--- src/rtl/uart_echo_fifo.sv ---
// uart_echo_fifo: buffers words from a UART receiver in a small FIFO and
// re-issues them, optionally transformed, to a UART transmitter no faster
// than one word per frame time. Also reports the last received word, the
// FIFO level and a saturating count of dropped words.
module uart_echo_fifo #(
  parameter int CLK_FREQ   = 100_000_000,
  parameter int BAUD_RATE  = 1_000_000,
  parameter int DATA_BIT   = 8,
  parameter int STOP_BIT   = 1,
  parameter int CHECK_BIT  = 0,
  parameter int FIFO_DEPTH = 16,
  parameter int GAP_CYCLES = 0
) (
  input  logic                          clk,
  input  logic                          rst,
  input  logic                          en,
  input  logic [1:0]                    mode,
  input  logic [DATA_BIT-1:0]           rx_data,
  input  logic                          rx_valid,
  output logic [DATA_BIT-1:0]           tx_data,
  output logic                          tx_valid,
  output logic [DATA_BIT-1:0]           led,
  output logic [$clog2(FIFO_DEPTH):0]   fifo_level,
  output logic                          full,
  output logic                          empty,
  output logic [7:0]                    ovf_cnt
);

  localparam int AW        = $clog2(FIFO_DEPTH);
  localparam int LW        = AW + 1;
  localparam int FRAME_CYC = (CLK_FREQ / BAUD_RATE) * (1 + DATA_BIT + CHECK_BIT + STOP_BIT)
                             + GAP_CYCLES;
  localparam int CW        = $clog2(FRAME_CYC + 1);

  typedef enum logic {IDLE, WAIT} state_t;

  state_t              state_q, state_d;
  logic [AW-1:0]       wr_ptr_q, wr_ptr_d;
  logic [AW-1:0]       rd_ptr_q, rd_ptr_d;
  logic [LW-1:0]       level_q, level_d;
  logic [CW-1:0]       cnt_q, cnt_d;
  logic [DATA_BIT-1:0] tx_data_q, tx_data_d;
  logic                tx_valid_q, tx_valid_d;
  logic [DATA_BIT-1:0] led_q, led_d;
  logic [7:0]          ovf_q, ovf_d;

  logic [DATA_BIT-1:0] mem [FIFO_DEPTH];
  logic [DATA_BIT-1:0] head;
  logic [DATA_BIT-1:0] head_rev;
  logic                full_w, empty_w, pop, push_ok;

  // Head is read combinationally so a word can be popped the edge after it lands.
  assign head    = mem[rd_ptr_q];
  assign full_w  = (level_q == LW'(FIFO_DEPTH));
  assign empty_w = (level_q == '0);

  genvar gi;
  generate
    for (gi = 0; gi < DATA_BIT; gi++) begin : g_rev
      assign head_rev[gi] = head[DATA_BIT-1-gi];
    end
  endgenerate

  // Storage write; a full FIFO still accepts a word when the head leaves on the same edge.
  always_ff @(posedge clk) begin
    if (push_ok) mem[wr_ptr_q] <= rx_data;
  end

  // Next-state logic for pointers, level, overflow count and the pacing FSM.
  always_comb begin
    state_d    = state_q;
    wr_ptr_d   = wr_ptr_q;
    rd_ptr_d   = rd_ptr_q;
    level_d    = level_q;
    cnt_d      = cnt_q;
    tx_data_d  = tx_data_q;
    tx_valid_d = 1'b0;
    led_d      = led_q;
    ovf_d      = ovf_q;

    pop     = (state_q == IDLE) && en && !empty_w;
    push_ok = rx_valid && (!full_w || pop);

    if (rx_valid) led_d = rx_data;
    if (push_ok) wr_ptr_d = wr_ptr_q + AW'(1);
    if (pop) rd_ptr_d = rd_ptr_q + AW'(1);
    if (rx_valid && !push_ok && (ovf_q != 8'hFF)) ovf_d = ovf_q + 8'd1;

    case ({push_ok, pop})
      2'b10:   level_d = level_q + LW'(1);
      2'b01:   level_d = level_q - LW'(1);
      default: level_d = level_q;
    endcase

    case (state_q)
      IDLE: begin
        // Muted words are drained one per cycle without occupying the line.
        if (pop && (mode != 2'b11)) begin
          case (mode)
            2'b01:   tx_data_d = ~head;
            2'b10:   tx_data_d = head_rev;
            default: tx_data_d = head;
          endcase
          tx_valid_d = 1'b1;
          cnt_d      = CW'(FRAME_CYC - 1);
          state_d    = WAIT;
        end
      end
      WAIT: begin
        if (cnt_q == '0) state_d = IDLE;
        else cnt_d = cnt_q - CW'(1);
      end
      default: state_d = IDLE;
    endcase
  end

  // State registers; reset clears everything immediately, even mid-frame.
  always_ff @(posedge clk or posedge rst) begin
    if (rst) begin
      state_q    <= IDLE;
      wr_ptr_q   <= '0;
      rd_ptr_q   <= '0;
      level_q    <= '0;
      cnt_q      <= '0;
      tx_data_q  <= '0;
      tx_valid_q <= 1'b0;
      led_q      <= '0;
      ovf_q      <= '0;
    end else begin
      state_q    <= state_d;
      wr_ptr_q   <= wr_ptr_d;
      rd_ptr_q   <= rd_ptr_d;
      level_q    <= level_d;
      cnt_q      <= cnt_d;
      tx_data_q  <= tx_data_d;
      tx_valid_q <= tx_valid_d;
      led_q      <= led_d;
      ovf_q      <= ovf_d;
    end
  end

  assign tx_data    = tx_data_q;
  assign tx_valid   = tx_valid_q;
  assign led        = led_q;
  assign fifo_level = level_q;
  assign full       = full_w;
  assign empty      = empty_w;
  assign ovf_cnt    = ovf_q;

endmodule

--- config.mk ---
export PLATFORM = sky130hd
export DESIGN_NAME = uart_echo_fifo
export DESIGN_NICKNAME = d
export VERILOG_FILES = /design/src/rtl/uart_echo_fifo.sv
export SDC_FILE = /design/constraint.sdc
export NUM_CORES = 1
export LEC_CHECK = 0
export CAP_MARGIN = 5
export CORE_MARGIN = 2
export CORE_UTILIZATION = 53
export CTS_CLUSTER_SIZE = 24
export DETAILED_ROUTE_END_ITERATION = 8
export GPL_TIMING_DRIVEN = 0
export PLACE_DENSITY = 0.71
export REMOVE_ABC_BUFFERS = 1
export SLEW_MARGIN = 20
export SYNTH_ARGS = -nofsm -noshare
export SYNTH_HDL_FRONTEND = slang
export SYNTH_SLANG_ARGS = --single-unit
--- constraint.sdc ---
create_clock -name clk -period 3.4 [get_ports clk]
set_clock_uncertainty 0.15 [all_clocks]
set_input_delay 0.34 -clock clk [delete_from_list [all_inputs] [get_ports clk]]
set_output_delay 0.34 -clock clk [all_outputs]
set_load 0.01 [all_outputs]
-- Word level (Yosys, flattened, before mapping)
Memory sizes are Yosys's and may differ from the RTL's.
Index checks and enable logic that the tools add are counted.
- register bits: 49
- bits in latches: 0
- bits in writable memories: 128
- memory bits (read-only): 0
- output and inout port bits: 32
- memories: 1
- memory list (memory ; words ; width ; read ports ; clocked after Yosys merged registers in ; wr ports ; line ; text):
    mem ; 16 ; 8 ; 1 ; 0 ; 1 ; 47 ; logic [DATA_BIT-1:0] mem [FIFO_DEPTH];
- add/subtract/negate cells: 6
- $mul: 0
- div/mod/pow operators: 0
- magnitude comparators: 0
- eq/ne operators: 9
- shifts and indexed selects: 0
- mux-type cells: 11
- bitwise operators: 2
- reductions and logical operators: 15
- operators by type and width (kind ; number):
    10-bit 2-to-1 mux ; 2
    10-bit one-hot mux with 2 select lines ; 1
    8-bit one-hot mux with 2 select lines ; 1
    10-bit logical NOT ; 1
    5-bit one-hot mux with 2 select lines ; 1
    10-bit by 1-bit subtractor with 10-bit output, second input constant ; 1
    4-bit by 1-bit adder with 4-bit output, second input constant ; 2
    8-bit by 1-bit adder with 8-bit output, second input constant ; 1
    8-bit inequality test, second input constant ; 1
    8-bit inverter ; 1
    1-bit logical AND ; 6
    5-bit by 1-bit adder with 5-bit output, second input constant ; 1
    5-bit equality test, second input constant ; 1
    5-bit logical NOT ; 1
    1-bit 2-to-1 mux ; 5
    5-bit by 1-bit subtractor with 5-bit output, second input constant ; 1
    2-bit by 1-bit equality test with 1-bit output, second input constant ; 2
    2-bit equality test, second input constant ; 2
    2-bit inequality test, second input constant ; 2
    2-bit AND reduction ; 2
    1-bit logical NOT ; 3
    2-bit by 1-bit inequality test with 1-bit output, second input constant ; 1
    1-bit one-hot mux with 2 select lines ; 1
    2-bit nonzero test ; 1
    2 further kinds ; 2

-- Longest topological paths before layout
Gate-level depths: netlist of the first run.
- depth in word-level cells: 8
- mapped depth: 9
- mapped depth without buffers: 9

-- Worst setup path before layout of the first run
OpenSTA, ideal clock, no wires.
- path kind: flip-flop to flip-flop
- start point: register level_q[0], in the netlist fifo_level[0]
- end point: register level_q[4], in the netlist fifo_level[4]
- arrival time: 2.411 ns
- required time: 3.170 ns
- setup slack: 0.759 ns
- stages on the path, launching flop included: 10
- buffers on the path: 0
- period minus slack after synthesis: 2.641 ns
- cell sequence: dfrtp_1 nor4_1 a21o_1 nand2b_1 inv_1 fa_1 a21o_1 a21oi_1 mux2i_1 xnor2_1
- cells in the longest elaborated chain, start to end: 7
- elaborated cells between the ends (all ways): 13
- classes of those cells: add/sub (2); eq/ne (3); mux (1); reduce/logical (7)
- ends and longest elaborated chain (item ; line ; text):
    start, declared ; 40 ; logic [LW-1:0] level_q, level_d;
    start signal, assigned ; 133 ; level_q <= level_d;
    5-bit logical NOT ; 55 ; assign empty_w = (level_q == '0);
    1-bit logical NOT ; 81 ; pop = (state_q == IDLE) && en && !empty_w;
    1-bit logical AND ; 81 ;
    1-bit logical OR ; 82 ; push_ok = rx_valid && (!full_w || pop);
    1-bit logical AND ; 82 ;
    2-bit by 1-bit equality test with 1-bit output / 2-bit equality test (equally long branches) ; 89 ; case ({push_ok, pop})
    5-bit one-hot mux with 2 select lines / 2-bit nonzero test (equally long branches) ; - ;
Parallel ways exist; a longest one is shown, timed or not.
A chain may end at the register's enable or synchronous reset.

-- Final worst setup path of the first run
- start point: register level_q[0], in the netlist fifo_level[0]
- end point: register tx_data_q[2], in the netlist tx_data[2]
- cells in the longest elaborated chain, start to end: 5
- ends and longest elaborated chain (item ; line ; text):
    5-bit logical NOT ; 55 ;
    1-bit logical NOT ; 81 ;
    1-bit logical AND ; 81 ;
    1-bit logical AND ; 98 ; if (pop && (mode != 2'b11)) begin
    2-bit AND reduction (no source line) ; - ;
    end signal, assigned ; 135 ; tx_data_q <= tx_data_d;
    end, declared ; 42 ; logic [DATA_BIT-1:0] tx_data_q, tx_data_d;
No other way between the ends.

==> results.txt, run 1 <==
Setup repair after global routing left no endpoint under its margin. In the final timing run, aggregate negative setup slack is 0 ns. The sequential cell area fraction in the yosys report is 69.2%. Measured in cells, the most critical reg-to-reg path has a length of 7.

During I/O placement, the number of pins put on the boundary was 46. The initial core utilization came out at 54.9%. The post-route clock period utilization came out at 88.8%. The top fanout value on the critical path came out at 15.

The maximum clock insertion buffer count is 2. The number of placed instances, taps included, is 646. IR analysis of the VDD net gives a maximum drop of roughly 0.44 mV.

The final HPWL from detailed placement came out at ~9000 µm. The number of global-route vias before repair came out at ~4,100. Excluding fillers, the count of instances in the completed layout stands at roughly 680. The tree is rooted in a sky130_fd_sc_hd__clkbuf_16.

During synthesis, Yosys emitted a total of 0 warnings. The total area of sequential cells is 0.00507 mm². The worst register-to-register path ends at tx_data[2].

The congestion estimate from routability-driven global placement came to just under 0.8. The minimum clock period is 3.02 ns. The final wirelength is 13,800 µm. STA classifies the critical path endpoint as a flip-flop. The number of max-cap violations is 0. The total overflow left after global routing is 0.

The arrival time of data at the critical path endpoint came out at 3.20 ns. The number of antenna violations at the first check in global routing is 0. The floorplan has 42 rows. After clock tree synthesis, the setup repair step added 0 buffers. The synthesis-stage register bit count came out at 177. The area of the placeable core came out at roughly 0.013 mm². The cell count after synthesis came out at ~440. The normalized max-slew margin came out at a little over two fifths.

The mean instance size in the synthesized netlist came out at approximately 17 µm². The synthesized netlist devotes ~7.3% of its cell area to simple gates. After the last flow step, the layout net total stands at 517. Of the post-synthesis cell area, the part taken by muxes is between 10 and 15%.

Following the worst setup path forward leads to its endpoint at tx_data[2]. The die area is 0.0148 mm². For this run, the top clock speed supported by timing is 0.331 GHz. The die boundary width is 122 µm. The timing startpoint of the critical path is fifo_level[0]. In this run the power density over the cells is about 600 mW/mm². The layout has 973 filler cells. Setup slack on the worst reg-to-reg path comes out at between 0.3 and 0.4 ns. The post-route netlist has 19.3% of its cells at a drive strength greater than 1. The global-route wire length before repair came out at ~22,000 µm. The clock net in this run drives a total of 177 sinks. Dividing the detail-routed wire length by the instance count gives 20.4 µm. Clock-pin slew was measured on the worst setup and hold paths at approximately 0.06 ns.

Of the total synthesized cell area, the portion taken by XOR and XNOR cells is 2.27%. In this run the critical register-to-register path is launched from fifo_level[0]. The number of hold violations in the final report came out at 0. The startpoint kind of the worst setup timing path is a flip-flop. The kind of path behind the tightest hold check is in -> async. The DRC violation count after routing is 0. The total vias in the final route is 3,913. The cell leakage power came out at 2.92 nW. The count of distinct cell types in the synthesized netlist came out at 43. The H-tree depth is 4.

After synthesis the cells add up to 0.00733 mm². The count of TritonRoute iterations in the first routing pass is 4. The number of buffers inserted during clock tree synthesis came out at 17. The critical path required time came out at approximately 3.6 ns. The via density per instance is 5.77. In this run, the number of DRC markers left after iteration 0 of detailed routing was 332. The final setup violation count came out at 0. Buffers placed on the I/O ports in this run total 45. In the final layout, the multi-input gates occupy 0.00215 mm². The quantity of gates resized following cts came out at 0.

The area overhead of the layout relative to synthesis came out at 16.3%. The dominant combinational cell family by area after synthesis is multiplexers. Entering global routing, the biggest net connects 35 pins.

The arithmetic-cell share of the synthesized area counting full adders, half adders and majority gates came out at 2.49%. The smallest hold slack is 0.125 ns. The number of antenna diodes is 0.

The CTS tree is built. The number of max-slew violations in the final report came out at 0. In this run the vertical extent of the chip is 122 µm. In this run, post-CTS hold repair placed 0 buffers. The latest clock arrival within the worst-skew pair came out at 0.42 ns.

The complex-gate fraction of the synthesized area came out at 3.62%. The worst setup path is of the reg -> reg kind. The worst-margin pin slew is 0.865 ns.

The remaining antenna violation count is 0. The run finished with clean final reports. The total global routing track utilization came out at 20.3%.
==> routing by layer <==
| metal | global-route usage (%) | part of all wire (%) |
|---|---|---|
| met1 | 28.3 | 46 |
| met2 | 32.2 | 49 |
| met3 | 4.68 | 4.2 |
| met4 | 6.90 | 1.2 |
| met5 | 0 | 0 |
==> state kept, by name (all words and copies together), names as in the netlist, 4 cells and up <==
register    cells
fifo_level      5
cnt_q          10
wr_ptr_q        4
ovf_cnt         8
mem           128
tx_data         8
led             8
rd_ptr_q        4
==> layout make-up <==
type | count | share of cell area [%]
clock inverters | 7 | 0.661
flip-flops and latches | 177 | 59.6
repair buffers | 47 | 5.84
clock buffers | 25 | 5.58
well taps | 176 | 2.58
inverters | 12 | 0.529
multi-input cells | 234 | 25.3
==> placed cells by master, fill, tap and decap left out, types with 2 or more instances in the layout <==
master,n
sky130_fd_sc_hd__edfxtp_1,128
sky130_fd_sc_hd__dfrtp_1,47
sky130_fd_sc_hd__clkdlybuf4s50_1,45
sky130_fd_sc_hd__mux4_2,32
sky130_fd_sc_hd__nand2_1,25
sky130_fd_sc_hd__nor2_1,21
sky130_fd_sc_hd__clkbuf_16,17
sky130_fd_sc_hd__xnor2_1,15
sky130_fd_sc_hd__o22ai_1,14
sky130_fd_sc_hd__ha_1,13
sky130_fd_sc_hd__mux2_2,12
sky130_fd_sc_hd__inv_1,11
sky130_fd_sc_hd__mux2i_1,11
sky130_fd_sc_hd__a31oi_1,11
sky130_fd_sc_hd__or2_2,10
sky130_fd_sc_hd__nand2b_1,9
sky130_fd_sc_hd__nand4_1,9
sky130_fd_sc_hd__a21oi_1,8
sky130_fd_sc_hd__clkbuf_1,6
sky130_fd_sc_hd__nor4_1,4
sky130_fd_sc_hd__xor2_1,4
sky130_fd_sc_hd__nor3_2,4
sky130_fd_sc_hd__a21o_1,3
sky130_fd_sc_hd__nand3_1,3
sky130_fd_sc_hd__and3_1,3
sky130_fd_sc_hd__nor3_1,3
sky130_fd_sc_hd__clkinv_4,3
sky130_fd_sc_hd__or4_4,2
sky130_fd_sc_hd__o21ai_0,2
sky130_fd_sc_hd__o211ai_1,2
sky130_fd_sc_hd__nand3b_1,2
sky130_fd_sc_hd__inv_6,2
sky130_fd_sc_hd__clkbuf_8,2
==> cell usage after synthesis (all sizes together) <==
cell type  number  area share, %
edfxtp        128             52
nand3           3           0.20
xnor2          15            1.8
or2            11           0.94
nand4           9           0.77
buf             8           0.53
dfrtp          49             17
clkbuf         10           0.56
mux2i          11            1.5
o21ai           3           0.20
nand3b          2           0.20
a211o           1           0.12
or3             1           0.10
o211ai          2           0.20
a31oi          11           0.94
nand2b          9           0.77
a21o            3           0.31
mux4           32            9.8
and3            3           0.26
mux2           13            2.0
nor2           21            1.1
xor2            4           0.48
o22ai          14            1.2
ha             13            2.2
fa              1           0.27
and4            1           0.14
inv            12           0.61
nor3            7           0.48
nor4            4           0.34
o31ai           1           0.10
a21oi           8           0.55
nand2          27            1.5
or3b            1           0.12
or4             3           0.41
==> critical path, stage by stage (launching register included) <==
cell	delay, ns
sky130_fd_sc_hd__dfrtp_1	0.46
sky130_fd_sc_hd__nor4_1	0.52
sky130_fd_sc_hd__a21o_1	0.33
sky130_fd_sc_hd__or2_0	0.45
sky130_fd_sc_hd__inv_1	0.38
sky130_fd_sc_hd__nand2_1	0.34
sky130_fd_sc_hd__o22ai_1	0.13
sky130_fd_sc_hd__a31oi_1	0.17
==> cell families after synthesis <==
| family | Yosys count |
|---|---|
| compound gates | 43 |
| buf+inv | 30 |
| flops | 177 |
| fa+ha+maj | 14 |
| simple gates | 102 |
| mux | 56 |
| xor+xnor | 19 |
==> per-stage QoR <==
step                      setup slack (ns)  utilization [%]  cell area, µm²  power, W
after floorplan                      0.428                -            7250   0.00316
after global placement              -0.324             59.3            7920   0.00346
after detailed placement           -0.0491             59.9            7990   0.00352
after CTS                            0.379             63.8            8520   0.00528
after global routing                 0.168             63.8            8520   0.00544
final                                0.382             63.8            8520   0.00523
==> worst min path at each step <==
stage                     from         end  cells past startpoint
floorplan           rx_data[0]   mem[0][0]                      0
global placement      cnt_q[5]    cnt_q[5]                      1
detailed placement  ovf_cnt[4]  ovf_cnt[4]                      1
CTS                        rst     state_q                      2
global route               rst     state_q                      2
finish                     rst    cnt_q[9]                      2
==> where the power goes <==
part / switching, W / internal, W / total, W / leakage, nW
sequential: 0.000171 / 0.00257 / 0.00275 / 1.75
combinational: 0.000381 / 0.000336 / 0.000716 / 0.921
clock: 0.000784 / 0.000981 / 0.00177 / 0.256
total: 0.00134 / 0.00389 / 0.00523 / 2.92
(Power assumes the default switching activity.)
==> run 2, diff against run 1 <==
--- a/config.mk
+++ b/config.mk
@@ -11,9 +11,11 @@
 export CTS_CLUSTER_SIZE = 24
 export DETAILED_ROUTE_END_ITERATION = 8
 export GPL_TIMING_DRIVEN = 0
+export MAX_ROUTING_LAYER = met4
 export PLACE_DENSITY = 0.71
 export REMOVE_ABC_BUFFERS = 1
 export SLEW_MARGIN = 20
 export SYNTH_ARGS = -nofsm -noshare
 export SYNTH_HDL_FRONTEND = slang
 export SYNTH_SLANG_ARGS = --single-unit
+export TNS_END_PERCENT = 5
==> results.txt, run 2 (synthesis results as in run 1) <==
The die area came out at 0.0148 mm² (unchanged). The number of max-cap violations came out at 0 (unchanged). The via density per instance came to 5.81 (was 5.77). The number of antenna diodes came to 0 (unchanged). The top fanout value on the critical path is 15 (unchanged). The startpoint kind of the worst setup timing path is a flip-flop (unchanged).

The total vias in the final route came out at 3,939 (was 3,913). The CTS tree is built (unchanged). The number of setup buffers added after CTS was 0 (unchanged). The total area of sequential cells is 0.00507 mm² (unchanged). The flip-flop count of the largest register after layout is 128 (unchanged). The cell chosen for the clock root is sky130_fd_sc_hd__clkbuf_16 (unchanged). The remaining global-route overflow is 0 (unchanged). The final wirelength came out at 13,800 µm (about the same). The number of buffers inserted by hold repair at cts was 0 (unchanged). The number of fillers in the final layout came out at 973 (unchanged). The proportion of power drawn by flip-flops and latches is 52.5% (about the same). The clock transition at the registers of the reported paths came to 0.06 ns (about the same). The cell leakage power came to 2.92 nW (unchanged). Setup repair after global routing missed its margin: false (unchanged). The maximum clock insertion buffer count is 2 (unchanged). The worst-margin pin slew came out at 0.886 ns (was 0.865 ns). The post-layout net count came out at 517 (unchanged). The arrival time of data at the critical path endpoint is 3.25 ns (was 3.20 ns). The final HPWL from detailed placement came out at 9030 µm (unchanged).

The share of layout cells above drive strength 1 came out at 19.3% (unchanged). The final setup violation count was 0 (unchanged). The area of the placeable core is 0.0133 mm² (unchanged). The vertical die dimension is 122 µm (unchanged). The achievable clock frequency is 0.327 GHz (was 0.331 GHz).

The most frequent standard cell in the layout excluding fill and tap cells was sky130_fd_sc_hd__edfxtp_1 (unchanged). The normalized max-slew margin came out at 40.7% (was 42.1%). The top-level I/O count was 46 (unchanged).

The remaining antenna violation count came out at 0 (unchanged). The overall power after layout was 0.00523 W (about the same). The switching share of total power is 25.6% (about the same). Largest registers: mem x128, cnt_q x10 (unchanged).

The H-tree depth came to 4 (unchanged). The number of sinks on the clock net was 177 (unchanged). The ratio of total power to cell area is 614 mW/mm² (was 613 mW/mm²). The peak supply drop came out at 0.441 mV (was 0.439 mV). The detail-routed net length per standard cell is 20.4 µm (about the same). The minimum clock period came out at 3.06 ns (was 3.02 ns). The initial core utilization came out at 54.9% (unchanged). The number of input and output port buffers inserted came to 45 (unchanged). The clock network power share came to 33.8% (about the same). The total global routing track utilization is 20.9% (was 20.3%). The number of hold violations in the final report came out at 0 (unchanged). The kind of path behind the tightest hold check is in -> async (unchanged). The number of global-route vias before repair is 4,073 (was 4,077). The count of TritonRoute iterations in the first routing pass was 4 (unchanged). The net switching power is 0.00134 W (about the same). The DRC violation count after routing was 0 (unchanged). The post-layout instance area is 0.00852 mm² (unchanged). The starting DRC count in detailed routing was 360 (was 332). The design internal power came out at 0.00389 W (about the same).

The latest clock arrival within the worst-skew pair came out at 0.43 ns (was 0.42 ns). The standard cell area after detailed placement is 0.00799 mm² (unchanged). The largest net degree at the start of global routing came out at 35 (unchanged).

The total area of multi-input combinational cells came out at 0.00215 mm² (unchanged). The global-route wire length before repair came out at 21,900 µm (about the same). The quantity of gates resized following cts came out at 0 (unchanged). Status: completed (unchanged). The area overhead of the layout relative to synthesis came out at 16.3% (unchanged). The type of the worst setup path is reg -> reg (unchanged). The post-route clock period utilization is 90.0% (was 88.8%). The row count was 42 (unchanged). The die boundary width came to 122 µm (unchanged).

The register ranked first by flip-flop count is mem (unchanged). The number of buffers inserted during clock tree synthesis is 17 (unchanged). The combinational fraction of design power was 13.7% (about the same). The number of max-slew violations in the final report is 0 (unchanged). The capturing element type of the critical path is a flip-flop (unchanged).

Commonest non-fill, non-tap cells in the layout: sky130_fd_sc_hd__edfxtp_1 (128), sky130_fd_sc_hd__dfrtp_1 (47), sky130_fd_sc_hd__clkdlybuf4s50_1 (45) (unchanged). The global placement routability congestion came out at 0.780 (was 0.770). The number of antenna violations at the first check in global routing came out at 0 (unchanged).

The critical path required time came out at 3.59 ns (about the same).
## run 2: cell counts in the layout (fill, tap and decap cells not counted)
No cell type changed its count.
## run 2: area by class of cell
cell class	count	share of cell area, %
Inverter	12	0.529
Clock inverter	7	0.661
Sequential cell	177	59.6
Multi-Input combinational cell	234	25.3
Tap cell	176	2.58
Clock buffer	25	5.58
Timing Repair Buffer	47	5.84
## run 2: metal layers
| layer | routed length (µm) | track usage (%) | part of all wire, % |
|---|---|---|---|
| met5 | 0 | - | 0 |
| met2 | 6860 | 32.1 | 50 |
| met4 | 131 | 6.90 | 0.95 |
| met1 | 6250 | 28.4 | 45 |
| met3 | 602 | 4.63 | 4.3 |
## run 2: power groups by stage
stage          Sequential, W  Combinational, W  Clock (W)
2_1_floorplan        0.00277          0.000395          0
3_3_place_gp         0.00276          0.000693          0
3_5_place_dp         0.00279          0.000726          0
4_1_cts              0.00275          0.000729    0.00180
5_1_grt              0.00277          0.000790    0.00188
6_report             0.00274          0.000717    0.00177
## run 2: critical path, cell delays in order (launching register included)
cell and delay (ns):
sky130_fd_sc_hd__dfrtp_1 0.46, sky130_fd_sc_hd__nor4_1 0.55, sky130_fd_sc_hd__a21o_1 0.33, sky130_fd_sc_hd__or2_0 0.45, sky130_fd_sc_hd__inv_1 0.38, sky130_fd_sc_hd__nand2_1 0.34
sky130_fd_sc_hd__o22ai_1 0.13, sky130_fd_sc_hd__a31oi_1 0.17
## run 2: metrics by stage
stage | cells | TNS [ns] | util [%] | setup slack (ns) | hold slack (ns)
2_1_floorplan | 423 | 0 | - | 0.428 | 0.289
3_3_place_gp | 644 | -11.10 | 59.3 | -0.324 | 0.317
3_5_place_dp | 646 | -0.620 | 59.9 | -0.0491 | 0.332
4_1_cts | 678 | 0 | 63.8 | 0.379 | 0.128
5_1_grt | 678 | 0 | 63.8 | 0.168 | 0.165
6_report | 678 | 0 | 63.8 | 0.341 | 0.124
## run 2: worst paths after layout
check / start / end / slack [ns] / cells after the start
max in group asynchronous: rst / wr_ptr_q[3] / 2.44 / 3
worst min-delay path: rst / cnt_q[9] / 0.12 / 2
worst max-delay path: fifo_level[0] / tx_data[2] / 0.34 / 7
worst min register to register: ovf_cnt[4] / ovf_cnt[4] / 0.34 / 1
worst max register to register: fifo_level[0] / tx_data[2] / 0.34 / 7
min in group clk: ovf_cnt[4] / ovf_cnt[4] / 0.34 / 1
